### config.mk
export PLATFORM = sky130hd
export DESIGN_NAME = tx_packet
export DESIGN_NICKNAME = d
export VERILOG_FILES = /design/src/rtl/rs232_pkg.sv /design/src/rtl/baud_tick.sv /design/src/rtl/tx_packet.sv
export SDC_FILE = /design/constraint.sdc
export NUM_CORES = 1
export LEC_CHECK = 0
export BUFFER_PORTS_ARGS = -buffer_cell sky130_fd_sc_hd__buf_2
export CELL_PAD_IN_SITES_DETAIL_PLACEMENT = 1
export CELL_PAD_IN_SITES_GLOBAL_PLACEMENT = 2
export CORE_AREA = 10 10 123 125
export CTS_CLUSTER_DIAMETER = 50
export DETAILED_ROUTE_END_ITERATION = 8
export DIE_AREA = 0 0 133 135
export PLACE_DENSITY_LB_ADDON = 0.1
export REMOVE_ABC_BUFFERS = 1
export SLEW_MARGIN = 20
export SYNTH_ARGS = -nofsm -noshare
export SYNTH_HDL_FRONTEND = slang
export SYNTH_SLANG_ARGS = --single-unit
### constraint.sdc
create_clock -name clk -period 3 [get_ports clk]
set_clock_uncertainty 0.15 [all_clocks]
set_input_delay 0 -clock clk [delete_from_list [all_inputs] [get_ports clk]]
set_output_delay 0 -clock clk [all_outputs]
set_load 0.02 [all_outputs]
### src/rtl/rs232_pkg.sv
`timescale 1ns/1ps
// ---------------------------------------------------------------------------
// rs232_pkg
// Constants shared by the RS-232 packet transmit and receive blocks: the FSM
// state encoding, the default bit period for 50 MHz / 9600 baud, and the
// header byte that opens every 8-byte packet.
// ---------------------------------------------------------------------------
package rs232_pkg;

    localparam int DEFAULT_CLKS_PER_BIT = 5208;

    localparam logic [7:0] HEADER_BYTE = 8'h02;

    localparam logic [2:0] ST_IDLE  = 3'd0;
    localparam logic [2:0] ST_START = 3'd1;
    localparam logic [2:0] ST_DATA  = 3'd2;
    localparam logic [2:0] ST_STOP  = 3'd3;
    localparam logic [2:0] ST_GAP   = 3'd4;

endpackage

### src/rtl/baud_tick.sv
`timescale 1ns/1ps
// ---------------------------------------------------------------------------
// baud_tick
// Bit-period timer. While en is high, tick is high for one cycle out of every
// CLKS_PER_BIT cycles (on the last cycle of each bit period). Dropping en
// clears the counter so the next period starts from zero.
//   clk  : system clock
//   rst  : synchronous active-high reset
//   en   : run the timer
//   tick : last cycle of the current bit period
// ---------------------------------------------------------------------------
import rs232_pkg::*;

module baud_tick #(
    parameter int CLKS_PER_BIT = DEFAULT_CLKS_PER_BIT
) (
    input  logic clk,
    input  logic rst,
    input  logic en,
    output logic tick
);

    localparam int CNT_W = (CLKS_PER_BIT > 1) ? $clog2(CLKS_PER_BIT) : 1;
    localparam logic [CNT_W-1:0] CNT_LAST = CNT_W'(CLKS_PER_BIT - 1);

    logic [CNT_W-1:0] cnt_q, cnt_d;

    always_comb begin
        cnt_d = cnt_q;
        if (!en || (cnt_q == CNT_LAST)) begin
            cnt_d = '0;
        end else begin
            cnt_d = cnt_q + 1'b1;
        end
    end

    always_ff @(posedge clk) begin
        if (rst) begin
            cnt_q <= '0;
        end else begin
            cnt_q <= cnt_d;
        end
    end

    assign tick = en && (cnt_q == CNT_LAST);

endmodule

### src/rtl/tx_packet.sv
`timescale 1ns/1ps
// ---------------------------------------------------------------------------
// tx_packet
// Sends one 8-byte packet over an 8N1 RS-232 line, byte 0 first, LSB first,
// with GAP_BITS idle bit-times between bytes.
//   clk      : system clock
//   rst      : synchronous active-high reset (aborts a packet, line goes high)
//   tx_start : one-cycle send request, accepted only while busy is low
//   data_in  : payload, byte n in data_in[8n+7:8n]
//   tx       : registered serial line, idle high
//   busy     : packet in flight
//   done     : one-cycle pulse in the final cycle of the last stop bit
// ---------------------------------------------------------------------------
import rs232_pkg::*;

module tx_packet #(
    parameter int CLKS_PER_BIT = DEFAULT_CLKS_PER_BIT,
    parameter int GAP_BITS     = 0
) (
    input  logic        clk,
    input  logic        rst,
    input  logic        tx_start,
    input  logic [63:0] data_in,
    output logic        tx,
    output logic        busy,
    output logic        done
);

    localparam int GAP_W = (GAP_BITS > 1) ? $clog2(GAP_BITS) : 1;
    localparam logic [GAP_W-1:0] GAP_LAST = GAP_W'(GAP_BITS - 1);

    logic [2:0]       state_q, state_d;
    logic [2:0]       bit_q, bit_d;
    logic [2:0]       byte_q, byte_d;
    logic [GAP_W-1:0] gap_q, gap_d;
    logic [63:0]      shreg_q, shreg_d;
    logic             tx_q, tx_d;
    logic             tick;
    logic             last_stop_end;
    logic             accept;

    baud_tick #(.CLKS_PER_BIT(CLKS_PER_BIT)) u_baud (
        .clk  (clk),
        .rst  (rst),
        .en   (state_q != ST_IDLE),
        .tick (tick)
    );

    // done and busy are decoded combinationally so that the final cycle of
    // the last stop bit is already "not busy": a tx_start seen in that cycle
    // starts the next packet on the very edge where this one ends.
    assign last_stop_end = (state_q == ST_STOP) && (byte_q == 3'd7) && tick;
    assign done          = last_stop_end && !rst;
    assign busy          = (state_q != ST_IDLE) && !last_stop_end;
    assign accept        = tx_start && !busy;
    assign tx            = tx_q;

    always_comb begin
        state_d = state_q;
        bit_d   = bit_q;
        byte_d  = byte_q;
        gap_d   = gap_q;
        shreg_d = shreg_q;
        tx_d    = tx_q;

        case (state_q)
            ST_IDLE: begin
                tx_d = 1'b1;
            end
            ST_START: begin
                if (tick) begin
                    tx_d    = shreg_q[0];
                    bit_d   = 3'd0;
                    state_d = ST_DATA;
                end
            end
            ST_DATA: begin
                if (tick) begin
                    // The shift register always presents the next bit at [0];
                    // eight shifts per byte leave the next byte in place.
                    shreg_d = {1'b0, shreg_q[63:1]};
                    if (bit_q == 3'd7) begin
                        tx_d    = 1'b1;
                        state_d = ST_STOP;
                    end else begin
                        tx_d  = shreg_q[1];
                        bit_d = bit_q + 3'd1;
                    end
                end
            end
            ST_STOP: begin
                if (tick) begin
                    if (byte_q == 3'd7) begin
                        byte_d  = 3'd0;
                        state_d = ST_IDLE;
                    end else if (GAP_BITS > 0) begin
                        byte_d  = byte_q + 3'd1;
                        gap_d   = '0;
                        state_d = ST_GAP;
                    end else begin
                        byte_d  = byte_q + 3'd1;
                        tx_d    = 1'b0;
                        state_d = ST_START;
                    end
                end
            end
            ST_GAP: begin
                if (tick) begin
                    if (gap_q == GAP_LAST) begin
                        gap_d   = '0;
                        tx_d    = 1'b0;
                        state_d = ST_START;
                    end else begin
                        gap_d = gap_q + 1'b1;
                    end
                end
            end
            default: begin
                tx_d    = 1'b1;
                state_d = ST_IDLE;
            end
        endcase

        if (accept) begin
            shreg_d = data_in;
            bit_d   = 3'd0;
            byte_d  = 3'd0;
            gap_d   = '0;
            tx_d    = 1'b0;
            state_d = ST_START;
        end
    end

    always_ff @(posedge clk) begin
        if (rst) begin
            state_q <= ST_IDLE;
            bit_q   <= 3'd0;
            byte_q  <= 3'd0;
            gap_q   <= '0;
            shreg_q <= 64'd0;
            tx_q    <= 1'b1;
        end else begin
            state_q <= state_d;
            bit_q   <= bit_d;
            byte_q  <= byte_d;
            gap_q   <= gap_d;
            shreg_q <= shreg_d;
            tx_q    <= tx_d;
        end
    end

endmodule

==> results.yml, run 1 <==
run_status:
  status: "finished clean"
detailed_routing:
  drt.antenna.violating_nets: 0
  dr.pass1.iters: 4
  vias: 3979
  viasPerCell: 5.069
  wl_per_cell_um: 15.52
  drtIter0Drc: 164
  drc: 0
  finalWirelength_mm: 12.18
finish:
  layout-drive-gt1-share: 0.1827
  fin_util: 0.4379
  fillCellCount: 1492
  layout_commonest_cell: "dfxtp_1"
  layout_common_cells: "dfxtp_1 (86), nor2_1 (81), nand2_1 (79)"
  area_delta_synth_final_pct: 33.51
  diodes: 0
  final_nets: 684
synthesis:
  synth_xor_area_frac: 0.02337
  synthSimpleGateAreaFrac: 0.2795
  seq_area_frac_synth: 0.4176
  synthArstFlopShare: 0
  synth.area.top_cells: "dfxtp_1 (42%), a311oi_1 (11%), nand3_1 (8.4%), nor2_1 (7.4%), nand2_1 (7.2%)"
  ys_ff_latch: 86
  syn_inst: 499
  synth_top_family_by_area: "simple AND/OR/NAND/NOR gates"
  ys.flop_type: "dfxtp_1"
  synth_fa_ha_area_frac: 0.02731
  synth_area_leader_cell: "dfxtp_1"
  ys_types: 37
  netlist.area_leader.share: 0.4176
  netlist_area_um2: 4123
  yosys_warnings: 0
  synthMuxAreaShare: 0.007587
  synth_area_per_cell_um2: 8.262
  synth_edf_count: 0
  synth-compound-area-share: 0.1778
pwr:
  ir_drop_uv: 244.4
  power.internal_mw: 2.068
  combinationalPowerShare: 0.149
  clkPwrFrac: 0.390
  p_leak_nw: 2.131
  netSwitchingFraction: 0.2599
  powerDensity_nw_per_um2: 507.8
  p_sw_mw: 0.7264
  seqPwrFrac: 0.461
global_route:
  met3_usage: 0.02708
  overflow: 0
  antenna_found_initial: 0
  grtUsageTotal: 0.1394
  grt_pass1_wl_mm: 21.04
  met2_usage: 0.2247
  top_usage_layer: "met2"
  first_global_vias: 4270
  grt_max_degree: 65
  grtUsageMet1: 0.1770
sta:
  rsz0062_at_grt: "false"
  hold_viol_final: 0
  setup_violations: 0
  worst_slew_pin_slew_ns: 0.7664
  timing.hold.ws_ns: 0.08016
  period_share: 0.8444
  fmax_ghz: 0.3947
  relSlewSlack: 0.4891
  period_needed_ns: 2.533
  maxSlewViolCount: 0
clock_tree:
  clk_pin_slew_ns: 0.06
  cts_buffers: 9
  ctsResizeCount: 0
  clk_path_buf_depth: 2
  clock_sinks: 86
  htree_levels: 3
  ctsRootBufferMaster: "clkbuf_16"
  clock_latency_ns: 0.35
  cts_tree: "yes"
placed_design:
  hpwl_mm: 7.608
  place_congestion: 0.7062
  port_buffers: 69
die:
  die_h_um: 135
  io_pins: 70
  die_x_um: 133
  rows: 41
  core-area_um2: 12570
  fp.dieArea_um2: 17960
  initial_utilization: 0.3280
critical_path:
  crit_arrival_ns: 2.63
  start_kind: "flop"
  reg2reg_depth: 7
  r2r-end: "shreg_q[51]"
  crit_path_end_kind: "flop"
  crit_start: "state_q[0]"
  path_class: "reg2reg"
  crit_path_max_fanout: 25
  r2r_start: "state_q[0]"
  crit_required_ns: 3.10
  r2r_slack_ns: 0.47
run:
  cap_violations: 0
min_path:
  hold_path_depth: 4
  hold_start: "tx_start"
  whs_endpoint: "shreg_q[26]"
  hp-class: "in2reg"
[power groups by stage]
stage	Sequential, mW	Combinational (mW)	Clock [mW]
finish	1.29	0.417	1.09
global route	1.30	0.469	1.16
CTS	1.29	0.421	1.12
detailed placement	1.31	0.354	0
global placement	1.31	0.347	0
floorplan	1.30	0.210	0
[repair_timing]
item                                   4_1_cts  5_1_grt
setup buffers                                0        0
hold buffers                                65        0
endpoints found under the hold margin       66        0
[layer usage]
metal | share of wire | vias to the layer above
met5 | 0 | -
met4 | 0.017 | 0
met3 | 0.029 | 14
met2 | 0.47 | 66
met1 | 0.49 | 1900
li1 | - | 1999
[cell usage after synthesis, drive strengths merged (2+ instances only)]
library cell and number:
a21oi 9, xnor2 4, nand4b 3, clkbuf 17, a31oi 2, a311oi 62
xor2 7, nor3 3, buf 30, and4bb 3, or3 2, and3 5
nand3 69, dfxtp 86, mux2i 2, o21ai 4, inv 6, nand4 3
ha 9, nor2 81, nand2 80, nand2b 3
[critical path: stages, from the launching register on]
cell and delay (ns):
dfxtp_1 0.42, inv_1 0.11, ha_1 0.31, inv_1 0.11, and4_2 0.50, buf_4 0.38, nand3_1 0.14, a311oi_1 0.31
[per-stage QoR]
step / setup WS, ns / setup TNS, ns / area [µm²] / cells / power [mW]
2_1_floorplan: -0.4363 / -20.92 / 3870 / 452 / 1.511
3_3_place_gp: 0.5941 / 0 / 4567 / 704 / 1.658
3_5_place_dp: 0.4866 / 0 / 4567 / 704 / 1.667
4_1_cts: 0.4282 / 0 / 5504 / 785 / 2.830
5_1_grt: 0.3003 / 0 / 5504 / 785 / 2.934
6_report: 0.4667 / 0 / 5504 / 785 / 2.795
[cells by family after synthesis]
family | Yosys count
AO/OA/AOI/OAI | 82
XOR/XNOR | 11
adder cells (fa/ha/maj) | 9
buffers and inverters | 53
flip-flops | 86
multiplexers | 3
AND/OR/NAND/NOR | 255
[registers in the layout, summed over array words and instances, names as in the netlist]
name and count:
bit_q 3, byte_q 3, shreg_q 64, state_q 2
tx 1, u_baud.cnt_q 13
[how the worst max path moves through the flow]
stage,endpoint
after global placement,shreg_q[57]
after CTS,shreg_q[51]
after detailed placement,shreg_q[62]
after floorplan,bit_q[0]
after global routing,shreg_q[32]
final,shreg_q[51]
[final cells by class]
| type | instances | area (µm²) | area share |
|---|---|---|---|
| multi-input cells | 360 | 2130 | 0.3869 |
| well taps | 172 | 215.2 | 0.03910 |
| flip-flops and latches | 86 | 1722 | 0.3128 |
| repair buffers | 145 | 1129 | 0.2050 |
| inverters | 6 | 22.52 | 0.004092 |
| clock buffers | 12 | 266.5 | 0.04842 |
| clock inverters | 4 | 20.02 | 0.003637 |
(Power assumes the default switching activity.)
==> run 2, diff against run 1 <==
--- a/config.mk
+++ b/config.mk
@@ -5,13 +5,14 @@
 export SDC_FILE = /design/constraint.sdc
 export NUM_CORES = 1
 export LEC_CHECK = 0
+export ABC_AREA = 1
 export BUFFER_PORTS_ARGS = -buffer_cell sky130_fd_sc_hd__buf_2
 export CELL_PAD_IN_SITES_DETAIL_PLACEMENT = 1
 export CELL_PAD_IN_SITES_GLOBAL_PLACEMENT = 2
-export CORE_AREA = 10 10 123 125
+export CORE_AREA = 10 10 139 141
 export CTS_CLUSTER_DIAMETER = 50
 export DETAILED_ROUTE_END_ITERATION = 8
-export DIE_AREA = 0 0 133 135
+export DIE_AREA = 0 0 149 151
 export PLACE_DENSITY_LB_ADDON = 0.1
 export REMOVE_ABC_BUFFERS = 1
 export SLEW_MARGIN = 20
==> constraint.sdc (replaced) <==
create_clock -name clk -period 2.25 [get_ports clk]
set_clock_uncertainty 0.15 [all_clocks]
set_input_delay 0 -clock clk [delete_from_list [all_inputs] [get_ports clk]]
set_output_delay 0 -clock clk [all_outputs]
set_load 0.02 [all_outputs]
==> run 2 against run 1 <==
Effect of this change: clock power grew 51%; count of clock-buffer cells in the layout stayed put; sequential power rose by 36%; power increased by 60%; critical path type unchanged; die area up 25%.
==> results.yml, run 2 <==
global_route:
  first_global_vias: 4834
  grtUsageMet1: 0.1679
  top_usage_layer: "met2"
  met3_usage: 0.02357
  met2_usage: 0.2211
  grt_max_degree: 60
  antenna_found_initial: 0
  grtUsageTotal: 0.1316
  overflow: 0
  grt_pass1_wl_mm: 24.01
sta:
  worst_slew_pin_slew_ns: 0.5589
  maxSlewViolCount: 0
  relSlewSlack: 0.6274
  tns_ns: 0
  rsz0062_at_grt: "true"
  period_needed_ns: 2.139
  setup_ws_ns: 0.1110
  fmax_ghz: 0.4675
  hold_viol_final: 0
  setup_violations: 0
  period_share: 0.9507
synthesis:
  yosys_warnings: 0
  synth.area.top_cells: "dfxtp_1 (39%), nand2_1 (15%), nand3_1 (11%), nor2_1 (11%), inv_1 (5.9%)"
  seq_area_frac_synth: 0.3911
  netlist_area_um2: 4402
  synth_area_per_cell_um2: 6.483
  ys_ff_latch: 86
  ys.flop_type: "dfxtp_1"
  synth_most_common_cell: "nand2_1"
  netlist.area_leader.share: 0.3911
  synth_area_leader_cell: "dfxtp_1"
  ys_types: 32
  synth.cells.most_frequent: "nand2_1 (171), nor2_1 (124), nand3_1 (93)"
  synth_edf_count: 0
  syn_inst: 679
  synthArstFlopShare: 0
die:
  initial_utilization: 0.2673
  rows: 47
  fp.dieArea_um2: 22500
  die_h_um: 151
  die_x_um: 149
  io_pins: 70
  core-area_um2: 16470
clock_tree:
  clk_pin_slew_ns: 0.07
  clk_path_buf_depth: 2
  ctsRootBufferMaster: "clkbuf_16"
  cts_buffers: 9
  clock_sinks: 86
  htree_levels: 3
  clock_latency_ns: 0.34
  cts_tree: "yes"
critical_path:
  crit_arrival_ns: 2.28
  r2r_start: "byte_q[0]"
  crit_required_ns: 2.39
  path_delay_family: "simple AND/OR/NAND/NOR gates"
  start_kind: "flop"
  crit_path_end_kind: "flop"
  cpPeakStageDelay_ns: 0.32
  r2r-end: "shreg_q[56]"
  cp.buffers_inverters: 2
  reg2reg_depth: 10
  crit_path_max_fanout: 7
  crit_chain: "ha_1 -> ha_1 -> nand2_1 -> o21bai_4 -> nand2_4 -> clkinv_2 -> nor2_2 -> buf_4 -> nand3_1 -> nand2_1"
  r2r_slack_ns: 0.11
  path_class: "reg2reg"
  critPathSlowestCell: "dfxtp_1"
finish:
  largest_reg_flops: 64
  layout_commonest_cell: "nand2_1"
  fin_util: 0.3673
  top_regs: "shreg_q: 64 flops, u_baud.cnt_q: 13 flops"
  diodes: 0
  area_delta_synth_final_pct: 37.41
  final_nets: 884
  layout_common_cells: "nand2_1 (171), nor2_1 (123), nand3_1 (93)"
  fin_cells: 1033
  layout-drive-gt1-share: 0.1513
  largest-register: "shreg_q"
pwr:
  netSwitchingFraction: 0.3033
  seqPwrFrac: 0.395
  p_leak_nw: 2.779
  clkPwrFrac: 0.370
  combinationalPowerShare: 0.235
  power.internal_mw: 3.108
  p_sw_mw: 1.353
  ir_drop_uv: 381.9
  powerDensity_nw_per_um2: 737.5
  power.total_mw: 4.461
run_status:
  status: "finished clean"
run:
  cap_violations: 0
detailed_routing:
  dr.pass1.iters: 4
  drtIter0Drc: 189
  wl_per_cell_um: 14.35
  viasPerCell: 4.458
  drt.antenna.violating_nets: 0
  vias: 4605
  finalWirelength_mm: 14.82
  drc: 0
placed_design:
  place_ws_ns: -0.004056
  port_buffers: 69
  place_congestion: 0.7436
  hpwl_mm: 9.715
  place_inst: 948
min_path:
  hp-class: "in2reg"
  hold_path_depth: 5
  hold_start: "tx_start"
  whs_endpoint: "shreg_q[49]"
[run 2: changes by cell type after synthesis, moves of 6 or more]
cell,before,now
xor2_1,7,1
nor2_1,81,124
a311oi_2,9,0
inv_1,6,69
o21ai_0,4,39
nand3_1,69,93
nand2_1,79,171
a21oi_1,9,18
clkbuf_1,17,9
a311oi_1,53,0
[run 2: per-stage QoR]
stage	hold slack (ns)	instance area, µm²
floorplan	-0.08093	4187
global placement	0.07350	4957
detailed placement	0.08105	4957
CTS	0.09110	5927
global route	0.1578	6048
finish	0.1165	6048
[run 2: how the worst max path moves through the flow]
| stage | endpoint | depth (start not counted) | start |
|---|---|---|---|
| after floorplan | bit_q[1] | 9 | byte_q[0] |
| after global placement | shreg_q[56] | 10 | byte_q[0] |
| after detailed placement | bit_q[2] | 9 | byte_q[0] |
| after CTS | shreg_q[57] | 14 | u_baud.cnt_q[0] |
| after global routing | shreg_q[13] | 13 | u_baud.cnt_q[0] |
| final | shreg_q[56] | 10 | byte_q[0] |
[run 2: cells by family after synthesis]
logic type,Yosys count,synth area share
XOR/XNOR,1,0.001990
AO/OA/AOI/OAI,64,0.07959
multiplexers,1,0.002274
buffers and inverters,109,0.1114
AND/OR/NAND/NOR,409,0.3880
adder cells (fa/ha/maj),9,0.02558
flip-flops,86,0.3911
[run 2: cell type report]
type / instances / area [µm²]
clock buffers: 12 / 246.5
well taps: 220 / 275.3
clock inverters: 4 / 70.07
fillers: 2080 / 10420
repair buffers: 154 / 1252
inverters: 73 / 275.3
flip-flops and latches: 86 / 1722
multi-input cells: 484 / 2207
[run 2: metal layers]
metal | up-vias | wire, µm
li1 | 2383 | -
met2 | 44 | 7099
met4 | 0 | 169
met5 | - | 0
met1 | 2165 | 7203
met3 | 13 | 351
[run 2: what timing repair did]
item | 4_1_cts | 5_1_grt
hold buffers | 65 | 0
endpoints found under the setup margin | 8 | 61
gates resized for setup | 1 | 10
buffers inserted | 0 | 1
cloned | 0 | 3
hold endpoints to repair | 64 | 0
[run 2: worst register-to-register path, stage by stage, from the launching register on]
cell,delay (ns)
dfxtp_1,0.32
ha_1,0.20
ha_1,0.20
nand2_1,0.20
o21bai_4,0.11
nand2_4,0.13
clkinv_2,0.13
nor2_2,0.26
buf_4,0.22
nand3_1,0.09
nand2_1,0.07
[run 2: power by group through the flow]
| stage | clock (mW) | combinational, mW | sequential (mW) |
|---|---|---|---|
| finish | 1.65 | 1.05 | 1.76 |
| global route | 1.76 | 1.21 | 1.78 |
| CTS | 1.69 | 1.05 | 1.76 |
| detailed placement | 0 | 0.952 | 1.80 |
| global placement | 0 | 0.936 | 1.79 |
| floorplan | 0 | 0.595 | 1.78 |
==> run 3, diff against run 2 <==
--- a/config.mk
+++ b/config.mk
@@ -9,10 +9,11 @@
 export BUFFER_PORTS_ARGS = -buffer_cell sky130_fd_sc_hd__buf_2
 export CELL_PAD_IN_SITES_DETAIL_PLACEMENT = 1
 export CELL_PAD_IN_SITES_GLOBAL_PLACEMENT = 2
-export CORE_AREA = 10 10 139 141
+export CORE_AREA = 10 10 137 139
+export CTS_BUF_LIST = sky130_fd_sc_hd__clkbuf_2 sky130_fd_sc_hd__clkbuf_4 sky130_fd_sc_hd__clkbuf_8
 export CTS_CLUSTER_DIAMETER = 50
 export DETAILED_ROUTE_END_ITERATION = 8
-export DIE_AREA = 0 0 149 151
+export DIE_AREA = 0 0 147 149
 export PLACE_DENSITY_LB_ADDON = 0.1
 export REMOVE_ABC_BUFFERS = 1
 export SLEW_MARGIN = 20
==> run 3 against run 2 <==
Effect of this change: fmax is 0.38% lower; power fell by 7.9%; combinational power up 27%; via count is 2.3% higher; clock power decreased by 38%; die area is 2.6% lower; worst setup slack got worse by 0.0081 ns; first-iteration DRC count up 5.8%; wire length increased by 6.8%; critical path depth up 3; final cell count rose by 1.1%.
==> results.yml, run 3 (synthesis gave the netlist of run 2 again) <==
run_status:
  status: "finished clean"
finish:
  largest_reg_flops: 64
  layout-drive-gt1-share: 0.1723
  layout_commonest_cell: "nand2_1"
  top_regs: "shreg_q: 64 flops, u_baud.cnt_q: 13 flops"
  final_nets: 897
  layout_common_cells: "nand2_1 (169), nor2_1 (122), nand3_1 (93)"
  postLayoutCellArea_um2: 6205
  diodes: 0
  largest-register: "shreg_q"
  fillCellCount: 2073
  area_delta_synth_final_pct: 40.96
  fin_cells: 1044
die:
  fp.dieArea_um2: 21900
  initial_utilization: 0.2722
  rows: 47
  io_pins: 70
  die_x_um: 147
  die_h_um: 149
  core-area_um2: 16170
detailed_routing:
  routed-wl-met3_um: 406
  dr_wl_met2_mm: 7.947
  top_layer_used: "met4"
  finalWirelength_mm: 15.83
  vias: 4710
  wirelength_met1_mm: 7.220
  drc: 0
  wl_per_cell_um: 15.16
  dr.pass1.iters: 4
  viasPerCell: 4.511
  drt.antenna.violating_nets: 0
  drtIter0Drc: 200
critical_path:
  crit_path_max_fanout: 7
  start_kind: "flop"
  path_class: "reg2reg"
  crit_path_end_kind: "flop"
  crit_arrival_ns: 2.27
  crit_required_ns: 2.37
clock_tree:
  cts_tree: "yes"
  clk_pin_slew_ns: 0.09
  clk_path_buf_depth: 2
  ctsRootBufferMaster: "clkbuf_8"
  clock_latency_ns: 0.37
  cts_buffers: 9
  clock_sinks: 86
  htree_levels: 3
placed_design:
  hpwl_mm: 10.12
  dpl_cell_area_um2: 5032
  place_inst: 953
  place_congestion: 0.7927
  port_buffers: 69
  place_ws_ns: 0.1294
pwr:
  ir_drop_uv: 235.5
  powerDensity_nw_per_um2: 662.0
  p_sw_mw: 1.376
  combinationalPowerShare: 0.324
  netSwitchingFraction: 0.3350
  clkPwrFrac: 0.247
  p_leak_nw: 2.870
  power.total_mw: 4.108
  seqPwrFrac: 0.429
  power.internal_mw: 2.732
sta:
  timing.hold.ws_ns: 0.1089
  hold_viol_final: 0
  period_needed_ns: 2.147
  setup_violations: 0
  maxSlewViolCount: 0
  fmax_ghz: 0.4657
  worst_slew_pin_slew_ns: 0.4556
  setup_ws_ns: 0.1029
  relSlewSlack: 0.6959
  period_share: 0.9543
global_route:
  grt_max_degree: 44
  grtUsageTotal: 0.1406
  overflow: 0
  antenna_found_initial: 0
  first_global_vias: 5055
  grt_pass1_wl_mm: 25.14
run:
  cap_violations: 0
min_path:
  hp-class: "in2reg"
run 3: changes by cell type in the layout (fill, tap and decap cells not counted), moves of 2 or more:
| cell | change |
|---|---|
| buf_12 | +7 |
| nor2_4 | +2 |
| clkbuf_4 | +2 |
| clkbuf_16 | -6 |
| clkbuf_1 | -2 |
| nand2_1 | -2 |
| buf_2 | +2 |
| nand2_8 | +2 |
| dfxtp_2 | +2 |
| bufinv_16 | -2 |
| dfxtp_1 | -2 |
| clkbuf_8 | +9 |
| buf_4 | +2 |
run 3: worst paths after layout:
check                        from          end  slack (ns)  cells past startpoint
setup / recovery  u_baud.cnt_q[0]  shreg_q[40]        0.10                     13
hold / removal           tx_start  shreg_q[53]        0.11                      5
setup reg to reg  u_baud.cnt_q[0]  shreg_q[40]        0.10                     13
hold reg to reg       shreg_q[63]  shreg_q[63]        0.32                      2
run 3: repair_timing:
action / in CTS / in global routing
setup endpoints to repair: 0 / 67
hold endpoints to repair: 65 / 0
gates resized for setup: 0 / 42
hold buffers: 65 / 0
setup buffers: 0 / 6
run 3: power groups by stage:
stage | Combinational, mW | Sequential (mW) | Clock [mW]
2_1_floorplan | 0.595 | 1.78 | 0
3_3_place_gp | 0.976 | 1.79 | 0
3_5_place_dp | 1.00 | 1.79 | 0
4_1_cts | 1.10 | 1.76 | 1.07
5_1_grt | 1.50 | 1.78 | 1.13
6_report | 1.33 | 1.76 | 1.02
run 3: layer usage:
metal  vias up  track usage
met5         -            0
met4         0      0.05005
met3        17      0.02275
met2        50       0.2559
met1      2242       0.1631
li1       2401            -
run 3: area by class of cell:
cell class,count,area (µm²),share of cell area
inverter,73,292.8,0.04719
multi-input combinational,484,2272,0.3662
clock buffer,12,152.6,0.02460
sequential,86,1724,0.2779
tap,220,275.3,0.04436
clock inverter,2,10.01,0.001613
timing repair buffer,167,1478,0.2382
run 3: stage by stage:
step / TNS, ns / util
global route: -0.07564 / 0.3837
floorplan: -31.47 / -
finish: 0 / 0.3837
CTS: 0 / 0.3615
detailed placement: 0 / 0.3112
global placement: 0 / 0.3112
run 3: worst max-delay path, cell delays in order (launching register included):
cell and delay [ns]:
dfxtp_2 0.38, ha_4 0.15, nand2_4 0.06, inv_4 0.08, nand2_4 0.05, nor2_4 0.17
nand2_4 0.07, o21bai_4 0.25, nand2_8 0.16, clkinv_8 0.13, nor2_4 0.05, buf_2 0.19
nand3_1 0.08, nand2_1 0.06
